===== config.mk =====
export PLATFORM = sky130hd
export DESIGN_NAME = rf_wport_sched
export DESIGN_NICKNAME = d
export VERILOG_FILES = /design/src/rtl/rf_wport_sched.sv
export SDC_FILE = /design/constraint.sdc
export NUM_CORES = 1
export LEC_CHECK = 0
export ABC_CLOCK_PERIOD_IN_PS = 2100
export CAP_MARGIN = 15
export CELL_PAD_IN_SITES_DETAIL_PLACEMENT = 2
export CELL_PAD_IN_SITES_GLOBAL_PLACEMENT = 2
export CORE_AREA = 2 2 132 134
export DETAILED_ROUTE_END_ITERATION = 10
export DIE_AREA = 0 0 134 136
export PLACE_DENSITY = 0.84
export SLEW_MARGIN = 5
export SYNTH_ARGS = -nofsm -noshare
export SYNTH_HDL_FRONTEND = slang
export SYNTH_SLANG_ARGS = --single-unit

===== constraint.sdc =====
create_clock -name clk -period 2.1 [get_ports clk]
set_input_delay 0.315 -clock clk [delete_from_list [all_inputs] [get_ports clk]]
set_output_delay 0.315 -clock clk [all_outputs]
set_load 0.01 [all_outputs]

===== src/rtl/rf_wport_sched.sv =====
// +-----------------------------------------------------------------------------+
// | rf_wport_sched: shares the RF write port between writeback and mul/div HI/LO |
// | Rev 1.0                                                                      |
// +-----------------------------------------------------------------------------+
`default_nettype none

module rf_wport_sched #(
  parameter logic [5:0]  HI_ADDR  = 6'd32,
  parameter logic [5:0]  LO_ADDR  = 6'd33,
  parameter int unsigned MAX_WAIT = 4
) (
  input  logic        clk,
  input  logic        resetn,
  input  logic        wb_reg_en,
  input  logic [5:0]  wb_reg_waddr,
  input  logic [31:0] wb_reg_wdata,
  input  logic        md_valid,
  input  logic [31:0] md_hi,
  input  logic [31:0] md_lo,
  output logic        md_ready,
  output logic        md_busy,
  output logic        pipe_stall,
  output logic        rf_we,
  output logic [5:0]  rf_waddr,
  output logic [31:0] rf_wdata
);

  localparam logic [3:0] c_MAX_WAIT = 4'(MAX_WAIT);

  typedef enum logic [1:0] {
    S_IDLE  = 2'd0,
    S_WR_HI = 2'd1,
    S_WR_LO = 2'd2
  } state_t;

  state_t      state_q, state_d;
  logic [31:0] hi_buf_q, hi_buf_d;
  logic [31:0] lo_buf_q, lo_buf_d;
  logic [3:0]  wait_cnt_q, wait_cnt_d;

  logic w_hazard;
  logic w_drain_own;

  assign w_hazard = wb_reg_en && ((wb_reg_waddr == HI_ADDR) || (wb_reg_waddr == LO_ADDR));

  // A drain write is suppressed while reset is asserted so a result being
  // discarded never reaches the register file.
  assign w_drain_own = resetn && (state_q != S_IDLE) &&
                       (!wb_reg_en || w_hazard || (wait_cnt_q == c_MAX_WAIT));

  assign md_ready = (state_q == S_IDLE);
  assign md_busy  = (state_q != S_IDLE);

  always_comb begin
    state_d    = state_q;
    hi_buf_d   = hi_buf_q;
    lo_buf_d   = lo_buf_q;
    wait_cnt_d = wait_cnt_q;
    rf_we      = wb_reg_en;
    rf_waddr   = wb_reg_waddr;
    rf_wdata   = wb_reg_wdata;
    pipe_stall = 1'b0;

    case (state_q)
      S_IDLE: begin
        if (md_valid) begin
          hi_buf_d   = md_hi;
          lo_buf_d   = md_lo;
          wait_cnt_d = 4'd0;
          state_d    = S_WR_HI;
        end
      end
      S_WR_HI, S_WR_LO: begin
        if (w_drain_own) begin
          rf_we      = 1'b1;
          pipe_stall = wb_reg_en;
          wait_cnt_d = 4'd0;
          if (state_q == S_WR_HI) begin
            rf_waddr = HI_ADDR;
            rf_wdata = hi_buf_q;
            state_d  = S_WR_LO;
          end else begin
            rf_waddr = LO_ADDR;
            rf_wdata = lo_buf_q;
            state_d  = S_IDLE;
          end
        end else if (wait_cnt_q != c_MAX_WAIT) begin
          wait_cnt_d = wait_cnt_q + 4'd1;
        end
      end
      default: state_d = S_IDLE;
    endcase
  end

  always_ff @(posedge clk) begin
    if (!resetn) begin
      state_q    <= S_IDLE;
      hi_buf_q   <= 32'd0;
      lo_buf_q   <= 32'd0;
      wait_cnt_q <= 4'd0;
    end else begin
      state_q    <= state_d;
      hi_buf_q   <= hi_buf_d;
      lo_buf_q   <= lo_buf_d;
      wait_cnt_q <= wait_cnt_d;
    end
  end

endmodule

`default_nettype wire


* After elaboration in Yosys (flattened, before gate mapping)
Cells that the tools add are included.
** Cells by class
- Add/sub/neg operators :: 1
- Eq/ne operators :: 9
- Multiplexer cells :: 18
- Reduce and logical (&&, ||, !) cells :: 14
** Operators by type and width (count)
- 2-to-1 mux 32 bit :: 3
- equality test 6 bit, second input constant :: 2
- 2-to-1 mux 4 bit :: 3
- 2-to-1 mux 6 bit :: 2
- one-hot mux 4 bit (2 select lines) :: 1
- 2-to-1 mux 2 bit :: 3
- 2-to-1 mux 1 bit :: 5
- adder 4 x 1 -> 4 bit, second input constant :: 1
- equality test 4 x 3 -> 1 bit, second input constant :: 1
- inequality test 2 bit, second input constant :: 2
- inequality test 4 x 3 -> 1 bit, second input constant :: 1
- one-hot mux 2 bit (2 select lines) :: 1
- AND reduction 2 bit :: 2
- nonzero test 2 bit :: 2
- logical AND 1 bit :: 3
- logical OR 1 bit :: 3
- inequality test 3 bit, second input constant :: 1
- AND reduction 3 bit :: 1
- equality test 2 x 1 -> 1 bit, second input constant :: 1
- equality test 2 bit, second input constant :: 1
- zero test 2 bit :: 1
- OR reduction 2 bit :: 1
- zero test 1 bit :: 1
** Storage, ports and cells
- Bits in registers :: 70

* Depth between registers and ports, before layout
- Depth after elaboration :: 8
- Depth in mapped cells :: 8
- Depth with buffers taken out :: 6

* Worst setup path before layout
OpenSTA, ideal clock, no wires.
- Kind :: input-to-output
- From :: input wb_reg_waddr[3]
- To :: output rf_wdata[4]
- Data arrival time :: 1.764 ns
- Required time :: 1.785 ns
- Setup slack :: 0.021 ns
- Stages on the path :: 6
- Buffers on the path :: 2
- Path through :: or4b_4 o211ai_4 nand3_2 buf_6 buf_6 mux2_4
** On the way
- Cells in the longest elaborated chain, start to end :: 8
- Elaborated cells on any way between the ends :: 9
- Classes of those cells :: eq/ne (2); mux (2); reduce/logical (5)
** RTL lines
- start: declaration :: line 15 : input logic [5:0] wb_reg_waddr,
- equality test 6 bit :: line 44 : assign w_hazard = wb_reg_en && ((wb_reg_waddr == HI_ADDR) || (wb_reg_waddr == LO_ADDR));
- logical OR 1 bit (*) :: line 44
- logical AND 1 bit (*) :: line 44
- logical OR 1 bit (*) (2 in a row) :: line 49 : (!wb_reg_en || w_hazard || (wait_cnt_q == c_MAX_WAIT));
- logical AND 1 bit (*) :: line 48 : assign w_drain_own = resetn && (state_q != S_IDLE) &&
- 2-to-1 mux 32 bit (*) :: line 74 : if (w_drain_own) begin
- 2-to-1 mux 32 bit (*) :: line 64 : case (state_q)
- end: declaration :: line 25 : output logic [31:0] rf_wdata
Mark *: on every way between the ends. The rest lies on a longest branch, timed or not.

* Final worst setup path
- From :: input wb_reg_waddr[4]
- To :: output rf_wdata[19]
The elaborated chain is that of the path after synthesis.

==> flow_summary_export.csv <==
group,metric,value,unit
worst_hold_path,hp-class,"reg2reg",
pwr,pwr-share-clk,26.5,%
floorplanning,core,16900,µm²
yosys,synthTopCellsByArea,"dfxtp_1 (39%), mux2_2 (19%), nand2_1 (14%)",
routing,drc_errors,0,
pwr,p_comb_share,42.3,%
routing,drt_iter0_markers,67,
clock_network,cts_root_buf,"clkbuf_16",
layout,final-seq-area,1410,µm²
status,violations,"negative setup slack",
yosys,netlist.top_cell.by_area,"dfxtp_1",
worst_setup_path,path_class,"in2out",
worst_setup_path,required,1.78,ns
layout,syn2layout_area_growth,68.9,%
placement,pre_cts_ws,-0.903,ns
global_routing,grt_pass1_vias,4080,
worst_setup_path,worstSetupEndpointType,"output pin",
routing,num_vias,3555,
yosys,ys_warn_count,0,
clock_network,clk_latency,0.33,ns
placement,gp_congestion,0.771,
global_routing,grtUsageTotal,15.0,%
sta,min_period_over_period,115,%
sta,maxSlewViolCount,0,
routing,vias_per_cell,4.39,
sta,report.final.hold_viol_count,0,
yosys,ys_ff_latch,70,
layout,drive_gt1_share,31.8,%
clock_network,cts.clk_slew.worst_paths,0.05,ns
routing,drt-total-wl,13.7,mm
global_routing,grt_pass1_wl,21.2,mm
clock_network,clkSinkCount,70,
clock_network,numCtsBuffers,9,
pwr,p_per_area,868,nW/µm²
sta,worst-slew-pin-transition,0.658,ns
floorplanning,die-area,18200,µm²
layout,fin_nets,690,
pwr,p_sw_share,32.7,%
floorplanning,num_rows,48,
global_routing,grt_max_degree,73,
sta,period_needed,2.43,ns
pwr,seq_power_share,31.3,%
floorplanning,die_y,136,µm
pwr,p_leak,2.49,nW
sta,setup_slack,-0.325,ns
global_routing,overflow,0,
run,maxCapViolCount,0,
status,status,"complete, but fails checks",
sta,fin_setup_tns,-8.97,ns
sta,whs,0.463,ns
clock_network,cts_buffer_depth,2,
pwr,internal_power,3.56,mW
layout,multi_input_area,2140,µm²
worst_setup_path,critPathArrivalTime,2.11,ns
yosys,ys_seq_area_share,38.9,%
pwr,p_sw,1.73,mW
placement,hpwl,9.78,mm
worst_setup_path,critPathLaunchType,"input port",
layout,diodes,0,
yosys,netlist.area_leader.share,38.9,%
sta,slew_headroom,56.1,%
yosys,syn-num-nets,522,
worst_setup_path,cp_max_fo,6,
yosys,synthCells,412,
routing,route.antenna.remaining_nets,0,
floorplanning,start_util,21.4,%
routing,drt_first_pass_iters,3,
sta,setup_viol,39,
floorplanning,die_w,134,µm
clock_network,htree_levels,3,
sta,fmax,412,MHz
floorplanning,io_pins,148,
layout,final.fill_count,1837,
pwr,vdd_drop_max,0.482,mV
yosys,syn-mean-instance-area,8.75,µm²
clock_network,cts_tree,"built",
placement,portBuffers,147,
routing,post_drt_wl_per_cell,16.9,µm
yosys,netlist_area,3610,µm²
global_routing,antenna_found_initial,0,
sta,rsz0062_at_grt,"yes",
sta,finClkSkew,0.00504,ns
yosys,yosysUniqueCellTypes,33,
per-layer routing:
layer	part of all wire [%]	vias to the layer above	wire [µm]	global-route usage, %
met5	0	-	0	0
met4	2.2	0	296	4.31
met3	4.1	21	562	3.62
met2	53	97	7210	28.4
met1	41	1722	5590	16.4
li1	-	1715	-	-
path summary, 6_finish.rpt:
kind / cells after the start / slack (ns) / end / startpoint
max: 8 / -0.33 / rf_wdata[19] / wb_reg_waddr[4]
min: 2 / 0.46 / hi_buf_q[29]$_SDFFE_PN0P_ / hi_buf_q[29]$_SDFFE_PN0P_
max reg2reg: 9 / 0.26 / wait_cnt_q[1]$_SDFFE_PN0P_ / wait_cnt_q[0]$_SDFFE_PN0P_
min reg2reg: 2 / 0.46 / hi_buf_q[29]$_SDFFE_PN0P_ / hi_buf_q[29]$_SDFFE_PN0P_
state kept, by name, summed over array words and instances, names as in the netlist:
| name | cells |
|---|---|
| hi_buf_q | 32 |
| wait_cnt_q | 4 |
| lo_buf_q | 32 |
| state_q | 2 |
stage by stage:
stage	instances	util [%]	power, mW	area (µm²)
5_1_grt	810	36.1	5.63	6090
2_1_floorplan	412	-	2.69	3610
3_3_place_gp	776	32.3	3.53	5450
3_5_place_dp	776	32.3	3.63	5450
4_1_cts	804	35.6	5.30	6010
6_report	810	36.1	5.29	6090
worst max-delay path, stage by stage:
cell and delay (ns):
buf_2 0.11, or4b_4 0.54, o211ai_4 0.25, nand3_4 0.14
buf_6 0.17, buf_12 0.14, mux2_4 0.31, buf_6 0.13
logic make-up (layout without fill, tap and decap cells):
group,count (synthesis),after routing,share of synthesized area [%]
flops,70,70,38.9
mux,66,66,20.9
fa+ha+maj,4,4,1.39
simple gates,153,153,17.4
buf+inv,39,212,4.55
compound gates,80,80,17.0
power groups by stage:
| stage | registers, mW | logic, mW | clock network, mW |
|---|---|---|---|
| 2_1_floorplan | 1.64 | 1.05 | 0 |
| 3_3_place_gp | 1.66 | 1.87 | 0 |
| 3_5_place_dp | 1.68 | 1.96 | 0 |
| 4_1_cts | 1.65 | 2.21 | 1.44 |
| 5_1_grt | 1.68 | 2.45 | 1.50 |
| 6_report | 1.65 | 2.23 | 1.40 |
repair_timing:
item,4_1_cts,5_1_grt
hold buffers,0,0
gates resized for setup,244,16
pin swaps,5,7
gates cloned,2,0
setup buffers,10,7
endpoints found under the setup margin,41,41
cells in the mapped netlist (all sizes together):
cell	n
a21boi	64
a21o	1
a21oi	3
a22o	1
a32o	2
and2	6
and3b	1
buf	11
clkbuf	19
dfxtp	70
ha	4
inv	9
mux2	64
mux2i	2
nand2	135
nand2b	1
nand3	2
nand3b	1
nand4	1
nor2	2
nor2b	2
nor3	1
o2111ai	1
o211a	2
o211ai	1
o21ai	3
o22ai	1
o32ai	1
or4b	1
final cells by class:
type	count	area share [%]
clock inverter	4	0.370
timing repair buffer	187	32.2
sequential	70	23.1
inverter	9	0.596
tap	225	4.62
multi-input combinational	303	35.1
clock buffer	12	4.05
placed cells by master (no fill, tap or decap), types with 2 or more instances in the layout:
master             n
buf_2              4
inv_1              6
a32o_1             2
a21oi_1            3
o21ai_0            3
dfxtp_1           66
mux2_4             7
a21boi_0          64
clkdlybuf4s50_1  101
buf_6             42
nand2_1          134
clkinv_2           3
o211a_1            2
buf_16             2
dfxtp_2            4
mux2_2            57
clkbuf_16          9
buf_12             9
clkbuf_1           2
and2_4             4
ha_4               2
buf_4             27
inv_2              2
(Power assumes the default switching activity.)
==> RTL change 1, RTL diff (same settings) <==
Re-encode `state_t` (3 states) as one-hot, 3 bits wide.
--- a/src/rtl/rf_wport_sched.sv
+++ b/src/rtl/rf_wport_sched.sv
@@ -27,10 +27,10 @@
 
   localparam logic [3:0] c_MAX_WAIT = 4'(MAX_WAIT);
 
-  typedef enum logic [1:0] {
-    S_IDLE  = 2'd0,
-    S_WR_HI = 2'd1,
-    S_WR_LO = 2'd2
+  typedef enum logic [2:0] {
+    S_IDLE  = 3'b001,
+    S_WR_HI = 3'b010,
+    S_WR_LO = 3'b100
   } state_t;
 
   state_t      state_q, state_d;
Check against the original RTL: no difference found for any inputs over 10 cycles, from zero or initial values and one cycle with resetn low; not proved beyond that.
==> RTL change 1 against the unedited design <==
  * Design area increased by 1.4%
  * The flow still finishes with violations (setup timing)
  * Worst setup slack improved by 0.18 ns
  * Clock skew decreased by 0.00096 ns
  * First-iteration DRC count increased by 27%
  * Sequential cell count increased by 1
  * Routed wire length increased by 12%
  * Worst hold slack got worse by 0.0086 ns
  * Synthesized cell count increased by 8.5%
  * Area after synthesis decreased by 6.8%
Power is not compared: it rests on default switching activity, and its combinational part moved more than twofold at a synthesized area within 25%.
==> RTL change 1: results (changes against the unedited design) <==
synthTopCellsByArea: "dfxtp_1 42%, nand2_1 18%, a21oi_1 9.8%, mux2i_1 9.5%, o21ai_0 3.9%"
yosys-top-cells-count: "164 x nand2_1, 71 x dfxtp_1, 66 x a21oi_1"
maxSlewHeadroom_pct: 48.7  # -7.4 points
finClkSkew_ns: 0.00409  # -0.000958 ns
seq_share_pct: 23.1  # about the same
dr_wl_met3_um: 725  # +29%
synth-xor-area-share_pct: 0.261  # +0.26 points
setup_viol: 37  # -5.1%
ys_seq_area_share_pct: 42.3  # +3.4 points
preCtsSetupSlack_ns: -0.937  # -0.0334 ns
place_congestion: 0.764  # -0.91%
post-cts-setup-buffers: 20  # +10
track_usage_pct: 17.2  # +2.3 points
fin_util_pct: 36.6  # +0.49 points
synth_compound_area_share_pct: 17.3  # +0.31 points
grt_pass1_wl_mm: 24.2  # +14%
dpl-instance-area_mm2: 0.00520  # -4.5%
syn_avg_cell_area_um2: 7.52  # -14%
cp_max_fo: 7  # +1
synthMuxAreaShare_pct: 9.53  # -11 points
nClkBuffers: 11  # -1
nNetsFinal: 732  # +6.1%
fillers: 1846  # +0.49%
post_route_cells_drive_above_1_share_pct: 32.3  # +0.48 points
first_pass_iters: 4  # +1
status: "complete, but fails checks"
top_layer: "met4"
num_vias: 3843  # +8.1%
violations: "setup timing"
fin_ws_ns: -0.148  # +0.177 ns
synth-adder-area-share_pct: 0.745  # -0.64 points
synth_cell_type_count: 39  # +18%
placedCellCount: 813  # +4.8%
vias_per_cell: 4.50  # +2.5%
drt-initial-drc-count: 85  # +27%
grt_pass1_vias: 4479  # +9.8%
dr_wl_met2_mm: 8.29  # +15%
fin_setup_tns_ns: -3.07  # +5.90 ns
drt-total-wl_mm: 15.4  # +12%
met1Wirelength_mm: 6.07  # +8.6%
dp_hpwl_mm: 9.81  # +0.35%
synthesis.nets: 555  # +6.3%
grt_max_degree: 70  # -4.1%
## RTL change 1: cell types whose count changed after synthesis, moves of 3 or more
cell,change
a21boi_0,-64
a21oi_1,+63
mux2_2,-61
mux2i_1,+30
nand2_1,+29
o21ai_0,+23
buf_1,-7
buf_2,+7
o21ai_1,+6
inv_1,-5
mux2_4,-3
## RTL change 1: path summary, 6_finish.rpt
path | cells past startpoint | slack (ns) | startpoint | to
setup / recovery | 8 | -0.15 | wb_reg_waddr[2] | rf_wdata[22]
hold / removal | 2 | 0.45 | lo_buf_q[6] | lo_buf_q[6]
setup reg to reg | 9 | -0.01 | wait_cnt_q[1] | wait_cnt_q[3]
hold reg to reg | 2 | 0.45 | lo_buf_q[6] | lo_buf_q[6]
## RTL change 1: metal layers
metal  vias to the layer above  global-route usage (%)
li1                       1845                       -
met1                      1868                    18.4
met2                       109                    33.3
met3                        21                    3.69
met4                         0                    6.03
met5                         -                       0
==> RTL change 2, RTL diff (same flow settings) <==
Made on the original files. Take the reset off `hi_buf_q` and `lo_buf_q` and load them in a clocked block of their own.
--- a/src/rtl/rf_wport_sched.sv
+++ b/src/rtl/rf_wport_sched.sv
@@ -95,15 +95,16 @@
   always_ff @(posedge clk) begin
     if (!resetn) begin
       state_q    <= S_IDLE;
-      hi_buf_q   <= 32'd0;
-      lo_buf_q   <= 32'd0;
       wait_cnt_q <= 4'd0;
     end else begin
       state_q    <= state_d;
-      hi_buf_q   <= hi_buf_d;
-      lo_buf_q   <= lo_buf_d;
       wait_cnt_q <= wait_cnt_d;
     end
+  end
+
+  always_ff @(posedge clk) begin
+    hi_buf_q <= hi_buf_d;
+    lo_buf_q <= lo_buf_d;
   end
 
 endmodule
Formal check against the unedited RTL: same outputs for any inputs over 10 cycles, from zero or initial values and one cycle with resetn low; that may be too few to reach the edited logic, so the function may still have changed.
==> RTL change 2 against the unedited design <==
  * Sequential cell count is the same
  * Routed wire length decreased by 23%
  * Critical path type is now flop to output port
  * Worst setup slack worse by 0.13 ns
  * Area after synthesis is 6.6% lower
  * The flow still finishes with violations (setup timing)
  * Design area decreased by 6.0%
  * Highest routed layer unchanged
  * Combinational power down 20%
  * Critical path depth up 1
  * Count of clock-buffer cells in the layout is 3 lower
  * Power increased by 0.82%
==> RTL change 2: results (changes against the unedited design) <==
track_usage_pct: 12.1  # -2.8 points
postCtsResizedCells: 197  # -19%
synth-adder-area-share_pct: 1.49  # +0.099 points
hold_depth: 1  # -1
vias_per_cell: 3.94  # -10%
fin_ws_ns: -0.456  # -0.131 ns
fillers: 1730  # -5.8%
p_sw_mw: 1.48  # -14%
p_leak_nw: 2.27  # -8.9%
preCtsSetupSlack_ns: -1.08  # -0.172 ns
grt_pass1_vias: 2885  # -29%
rr_worst_depth: 7  # -2
synth-edff-count: 64  # +64
synthMuxAreaShare_pct: 25.3  # +4.4 points
setup_viol: 39  # unchanged
drt-initial-drc-count: 52  # -22%
post_route_cells_drive_above_1_share_pct: 43.9  # +12 points
violations: "setup timing"
synthesis.nets: 316  # -39%
place_congestion: 0.773  # +0.27%
post-cts-setup-buffers: 7  # -3
hold_end: "hi_buf_q[7]"
synth_compound_area_share_pct: 2.71  # -14 points
dp_hpwl_mm: 8.04  # -18%
status: "complete, but fails checks"
ys_seq_area_share_pct: 60.6  # +22 points
synth_cell_type_count: 31  # -6.1%
crit_type: "flop to output port"
hold_class: "input pin to flop"
-- RTL change 2: cell count changes after synthesis, sizes merged, moves of 3 or more --
cell,before,now
dfxtp,70,6
nand2,135,5
o21ai,3,6
buf,11,5
a21boi,64,0
clkbuf,19,6
edfxtp,0,64
-- RTL change 2: final cells by class --
cell class                 count  share of cell area, %
timing repair buffer         183                   32.0
tap                          225                   4.92
multi-input combinational    114                   21.3
clock inverter                 7                   1.29
clock buffer                   9                   3.93
sequential                    70                   35.7
inverter                      11                  0.787
-- RTL change 2: metal layers --
layer  track usage [%]  up-vias  share of wire, %
met5                 0        -                 0
met4              4.43        0               2.1
met3              2.98       15               4.8
met2              22.3       95                52
met1              13.5     1182                41
li1                  -     1147                 -
-- RTL change 2: through the flow --
step                util [%]  area [µm²]  std cells  TNS, ns
CTS                     33.5        5660        614   -15.82
finish                  33.9        5730        619   -14.37
floorplan                  -        3420        206        0
global route            33.9        5730        619   -18.17
detailed placement      31.2        5260        589   -39.32
global placement        31.2        5260        589   -35.89
